==> config.mk <==
export PLATFORM = sky130hd
export DESIGN_NAME = sap1_controller_sequencer
export DESIGN_NICKNAME = d
export VERILOG_FILES = /design/src/rtl/sap1_controller_sequencer_pkg.sv /design/src/rtl/sap1_ring_counter.sv /design/src/rtl/sap1_controller_sequencer.sv
export SDC_FILE = /design/constraint.sdc
export NUM_CORES = 1
export LEC_CHECK = 0
export ABC_AREA = 1
export CAP_MARGIN = 10
export CORE_ASPECT_RATIO = 0.9
export CORE_UTILIZATION = 40
export CTS_CLUSTER_DIAMETER = 30
export CTS_CLUSTER_SIZE = 8
export DETAILED_ROUTE_END_ITERATION = 8
export PLACE_DENSITY = 0.82
export SLEW_MARGIN = 30
export SYNTH_ARGS = -nofsm -noshare
export SYNTH_HDL_FRONTEND = slang
export SYNTH_SLANG_ARGS = --single-unit
==> constraint.sdc <==
create_clock -name CLK -period 1.8 [get_ports CLK]
set_clock_uncertainty 0.2 [all_clocks]
set_input_delay 0.54 -clock CLK [delete_from_list [all_inputs] [get_ports CLK]]
set_output_delay 0.54 -clock CLK [all_outputs]
set_load 0.1 [all_outputs]
==> src/rtl/sap1_controller_sequencer_pkg.sv <==
// Shared SAP-1 sequencer definitions: opcode and T-state encodings plus the control-word layout.
package sap1_controller_sequencer_pkg;

  typedef enum logic [3:0] {
    OP_LDA = 4'b0000,
    OP_ADD = 4'b0001,
    OP_SUB = 4'b0010,
    OP_OUT = 4'b1110,
    OP_HLT = 4'b1111
  } op_e;

  // One-hot T-states; bit0 is T1 so the state value doubles as the ring counter output.
  typedef enum logic [5:0] {
    T1 = 6'b000001,
    T2 = 6'b000010,
    T3 = 6'b000100,
    T4 = 6'b001000,
    T5 = 6'b010000,
    T6 = 6'b100000
  } tstate_e;

  typedef struct packed {
    logic cp;
    logic ep;
    logic lm;
    logic ce;
    logic li;
    logic ei;
    logic la;
    logic ea;
    logic su;
    logic eu;
    logic lb;
    logic lo;
  } ctrl_t;

endpackage

==> src/rtl/sap1_ring_counter.sv <==
// Negedge one-hot T-state rotator with asynchronous active-low clear and a hold input.
module sap1_ring_counter
  import sap1_controller_sequencer_pkg::*;
#(
  parameter int unsigned RING_W = 6
) (
  input  logic              CLK,
  input  logic              CLR_n,
  input  logic              i_hold,
  output logic [RING_W-1:0] o_tstate
);

  tstate_e r_state;
  tstate_e w_next;

  always_ff @(negedge CLK or negedge CLR_n) begin
    if (!CLR_n) r_state <= T1;
    else        r_state <= w_next;
  end

  always_comb begin
    w_next = r_state;
    if (!i_hold) begin
      unique case (r_state)
        T1:      w_next = T2;
        T2:      w_next = T3;
        T3:      w_next = T4;
        T4:      w_next = T5;
        T5:      w_next = T6;
        T6:      w_next = T1;
        default: w_next = T1;
      endcase
    end
  end

  assign o_tstate = r_state;

endmodule

==> src/rtl/sap1_controller_sequencer.sv <==
// SAP-1 controller-sequencer: ring counter, sticky halt flop and combinational control-word decode.
module sap1_controller_sequencer
  import sap1_controller_sequencer_pkg::*;
#(
  parameter int unsigned OP_W   = 4,
  parameter int unsigned RING_W = 6
) (
  input  logic              CLK,
  input  logic              CLR_n,
  input  logic [OP_W-1:0]   opcode,
  output logic              Cp,
  output logic              Ep,
  output logic              Lm,
  output logic              CE,
  output logic              Li,
  output logic              Ei,
  output logic              La,
  output logic              Ea,
  output logic              Su,
  output logic              Eu,
  output logic              Lb,
  output logic              Lo,
  output logic              Hlt,
  output logic [RING_W-1:0] tstate
);

  logic              r_halted;
  logic              w_hlt_now;
  logic [RING_W-1:0] w_tstate;
  ctrl_t             w_cw;

  // Freeze the ring on the same edge that sets the halt flop so T4 is held, not T5.
  assign w_hlt_now = (w_tstate == T4) && (opcode == OP_HLT);

  sap1_ring_counter #(
    .RING_W (RING_W)
  ) u_ring (
    .CLK      (CLK),
    .CLR_n    (CLR_n),
    .i_hold   (r_halted | w_hlt_now),
    .o_tstate (w_tstate)
  );

  always_ff @(negedge CLK or negedge CLR_n) begin
    if (!CLR_n)         r_halted <= 1'b0;
    else if (w_hlt_now) r_halted <= 1'b1;
  end

  always_comb begin
    w_cw = '0;
    if (!r_halted) begin
      case (w_tstate)
        T1: begin
          w_cw.ep = 1'b1;
          w_cw.lm = 1'b1;
        end
        T2: w_cw.cp = 1'b1;
        T3: begin
          w_cw.ce = 1'b1;
          w_cw.li = 1'b1;
        end
        T4: begin
          case (opcode)
            OP_LDA, OP_ADD, OP_SUB: begin
              w_cw.ei = 1'b1;
              w_cw.lm = 1'b1;
            end
            OP_OUT: begin
              w_cw.ea = 1'b1;
              w_cw.lo = 1'b1;
            end
            default: ;
          endcase
        end
        T5: begin
          case (opcode)
            OP_LDA: begin
              w_cw.ce = 1'b1;
              w_cw.la = 1'b1;
            end
            OP_ADD, OP_SUB: begin
              w_cw.ce = 1'b1;
              w_cw.lb = 1'b1;
            end
            default: ;
          endcase
        end
        T6: begin
          case (opcode)
            OP_ADD: begin
              w_cw.eu = 1'b1;
              w_cw.la = 1'b1;
            end
            OP_SUB: begin
              w_cw.su = 1'b1;
              w_cw.eu = 1'b1;
              w_cw.la = 1'b1;
            end
            default: ;
          endcase
        end
        default: ;
      endcase
    end
  end

  assign Cp     = w_cw.cp;
  assign Ep     = w_cw.ep;
  assign Lm     = w_cw.lm;
  assign CE     = w_cw.ce;
  assign Li     = w_cw.li;
  assign Ei     = w_cw.ei;
  assign La     = w_cw.la;
  assign Ea     = w_cw.ea;
  assign Su     = w_cw.su;
  assign Eu     = w_cw.eu;
  assign Lb     = w_cw.lb;
  assign Lo     = w_cw.lo;
  assign Hlt    = r_halted;
  assign tstate = w_tstate;

endmodule

==> results of run 1 <==
[synthesized netlist by cell type (2+ instances only)]
cell type  instances
nand2_1           16
nor2_4             2
o21ai_2            2
nand3_2            3
dfrtn_1            6
nand3_1            4
inv_1              6
nor2_2             8
o21ai_1            2
nor2_1            11
inv_2              4
[cell families after synthesis]
family	after synthesis	synth area share (%)
flip-flops	7	30.52
AO/OA/AOI/OAI	7	11.69
buffers and inverters	11	7.792
AND/OR/NAND/NOR	49	50.00
[stage by stage]
stage             hold WS, ps  worst slack, ps  instances  TNS [ps]  cell area, um2
global placement        368.3            -1183        139    -25230            1313
floorplan               512.6            -2443         74    -32790           674.4
==> impl_results.md, run 1 <==
* Syn avg cell area at 7.812 um2
* Top Ports at 25
* Asr flop ratio synth at 100.0%
* Area share of the largest cell type after synthesis at 25.97%
* Syn Nets at 80
* Last stage the flow got to: 3_5_place_dp
* Core Rows at 12
* Post-synth EDFFs at 0
* Total of warnings raised by yosys at 0
* Leading area contributor after synthesis: dfrtn_1
* IO buf count at 24
* Gpl congestion at 0.8371
* Status: aborted with a tool error
* Sequential fraction of the synthesis area at between 30% and 40%
* Die width at about 42 um
* Synthesized area at 578.1 um2
* Ys flop type: dfrtn_1
* Most area-consuming cells after synthesis: dfrtn_1, nand2_1, nor2_2
* Die height at 38.07 um
* Err: [ERROR DPL-0038] Utilization greater than 100%, impossible to legalize
* Synth Instances at 74
* Number of synthesized register bits at 7
* Initial Utilization at about 45%
* Cell variety after synth at 21
==> inputs of run 2 (changes only) <==
- CORE_AREA: default -> 2 2 63 65
- CORE_ASPECT_RATIO: 0.9 -> default
- CORE_UTILIZATION: 40 -> default
- CTS_CLUSTER_DIAMETER: 30 -> default
- CTS_CLUSTER_SIZE: 8 -> default
- DIE_AREA: default -> 0 0 65 67
- PLACE_DENSITY: 0.82 -> default
- PLACE_DENSITY_LB_ADDON: default -> 0.15
==> impl_results.md, run 2 <==
* Status: finished, violations left
* Failing checks: negative setup slack
* Grt total ovfl at 0
* Syn avg cell area at 7.812 um2
* Hold Vio Cnt, Final at 0
* Post-synth top cells: nand2_1, nor2_1, nor2_2
* Pwr/cell area at 256.6 nW/um2
* Routed wire length at 2.154 mm
* Min-delay src: u_ring.o_tstate[3]
* Wirelength per Cell at between 10 and 15 um
* Reg2Reg Depth at 7
* Cell variety after synth at 21
* Leading area contributor after synthesis: dfrtn_1
* First-pass GRT wire length at approximately 3.3 mm
* CTS Buffer Depth at 2
* Dpl hpwl at 1.539 mm
* Die height at roughly 67 um
* Max-Slew Margin vs Limit at 82.25%
* Max-slew violations at 0
* Post-synth EDFFs at 0
* CP max-delay cell: dfstp_4
* Area of all placed cells without fillers at 1669 um2
* Die width at between 60 and 70 um
* Clk root buf: clkbuf_8
* Largest net degree at the start of global routing at 6
* Final Power at 428.3 uW
* Leak at approximately 0.7 nW
* Vias in the first global route at between 700 and 800
* Initial Utilization at 16.03%
* FF-to-FF setup slack at -130 ps
* CP required at approximately 1100 ps
* Asr flop ratio synth at 100.0%
* Place WS at -1233 ps
* Sw Ratio at 21.36%
* DR iter-0 viols at 10
* Final setup violating endpoints at 26
* Max_cap viols at 0
* CTS tree: built
* Slew @ Worst Pin at 265.4 ps
* Psw at 91.47 uW
* Worst EP arrival at 2540 ps
* Layout Nets at roughly 150
* Layout cells sized above 1 at 80.69%
* Vias post-DR at between 700 and 800
* Post-route ant nets at 0
* Worst Setup End Kind: primary output
* Syn Nets at 80
* # clock sinks at 7
* Area share of the largest cell type after synthesis at 25.97%
* H-tree depth at 1
* Logic pwr share at between 10% and 20%
* Drc violations at 0
* Gpl congestion at about 0.73
* IO buf count at 24
* Synthesized area at 578.1 um2
* Final worst slack at -1479 ps
* Fill cells at 342
* DR vias/cell at 3.917
* Number of synthesized register bits at 7
* Crit path max-delay family: simple AND/OR/NAND/NOR gates
* R2r startpoint: u_ring.o_tstate[0]
* Startpoint Class: flip-flop
* Initial antenna violation count at 0
* Post-DP Area at 1370 um2
* Worst Hold Class: flip-flop to flip-flop
* Core Rows at 22
* Synth Instances at 74
* Sequential fraction of the synthesis area at 30.52%
* # diodes at 0
* Global Route Usage Sum at 10.15%
* Most frequent cells in the layout: buf_4, buf_12, buf_6, nor2_4, nand2_1
* CP Cell Sequence: nor2_4 > nand3_4 > nor3_4 > buf_12
* Core Util, Final at 46.29%
* Critical path fanouts, max at 5
* Core Box Area at 3606 um2
* Type of the worst setup path: flip-flop to primary output
* CTS clock-pin slew for the worst setup and hold paths at around 30 ps
* Peak supply drop at roughly 0.18 mV
* 1st-pass router iterations at 4
* WHS Path Cells at 2
* Top Ports at 25
* Die area at between 4000 and 5000 um2
* Ys flop type: dfrtn_1
* Area delta synth->final at 188.7%
* Sequential power share at 37.3%
* RSZ-0062 raised after global routing: yes
* Clock share of power at 51.0%
* Crit-path max cell delay at 480 ps
* Num CTS Buffers at 3
* Worst path bufs/invs at 1
* Reg2Reg Capture Point: u_ring.o_tstate[4]
* Max reg flops at 6
* Total of warnings raised by yosys at 0
* Most instantiated library cell after synthesis: nand2_1
* Int Power at 336.8 uW
* Min-Delay Endpoint: u_ring.o_tstate[3]
* Commonest non-fill, non-tap cell in the layout: buf_4
* Most area-consuming cells after synthesis: dfrtn_1, nand2_1, nor2_2
* Clock Latency Late Sink at 290 ps
run 2: layer usage:
metal / up-vias / wire length [um] / global-route usage [%]
met5: - / 0 / 0
met4: 0 / 35 / 5.053
met3: 4 / 77 / 2.703
met2: 19 / 1303 / 19.97
met1: 358 / 737 / 9.572
li1: 375 / - / -
run 2: stage by stage:
step | std cells | hold slack, ps | setup TNS (ps)
after global placement | 175 | 321.0 | -26350
final | 193 | 355.4 | -24950
after global routing | 193 | 378.5 | -26130
after detailed placement | 175 | 317.4 | -26440
after floorplan | 74 | 512.6 | -32790
after CTS | 187 | 361.6 | -24530
run 2: what timing repair did:
item,in CTS,in global routing
setup buffers,10,8
gates resized for setup,56,8
pin swaps,14,14
hold endpoints to repair,0,0
hold buffers,0,0
endpoints found under the setup margin,26,26
run 2: layout make-up:
type	count	area [um2]	area share [%]
tap	48	60.06	3.598
timing repair buffer	68	829.5	49.70
clock buffer	3	41.29	2.474
multi-input combinational	56	510.5	30.58
inverter	9	40.04	2.399
sequential	7	180.2	10.79
clock inverter	2	7.507	0.4498
run 2: worst max-delay path by stage:
stage                  startpoint  endpoint  depth (start not counted)
6_report       u_ring.o_tstate[0]        Lo                          4
4_1_cts        u_ring.o_tstate[0]        Su                          6
5_1_grt        u_ring.o_tstate[0]        Lo                          4
2_1_floorplan  u_ring.o_tstate[3]        Lo                          5
3_3_place_gp   u_ring.o_tstate[0]        Su                          6
3_5_place_dp   u_ring.o_tstate[0]        Su                          6
run 2: cells by family after synthesis:
| kind of cell | count (synthesis) | share of synthesized area, % |
|---|---|---|
| buffers and inverters | 11 | 7.792 |
| DFF | 7 | 30.52 |
| AOI/OAI and AO/OA | 7 | 11.69 |
| and+or+nand+nor | 49 | 50.00 |
run 2: power by group through the flow:
stage / registers, mW / clock network, mW / logic, mW
after floorplan: 0.166 / 0.00692 / 0.00968
after global placement: 0.162 / 0.00692 / 0.0465
after detailed placement: 0.162 / 0.00692 / 0.0469
after CTS: 0.160 / 0.226 / 0.0506
after global routing: 0.160 / 0.237 / 0.0533
final: 0.160 / 0.218 / 0.0500
run 2: worst register-to-register path, stage by stage (launching register included):
cell and delay (ps):
dfstp_4 480, nor2_4 180, nand3_4 150, buf_4 170
buf_4 120, buf_4 140, o21ai_4 190, o21ai_1 90
(Power assumes the default switching activity.)
==> inputs of run 3 (changes only) <==
- CTS_CLUSTER_DIAMETER: default -> 150
==> results of run 3 <==
Final layout, timing and power as in run 2 (identical DEF).
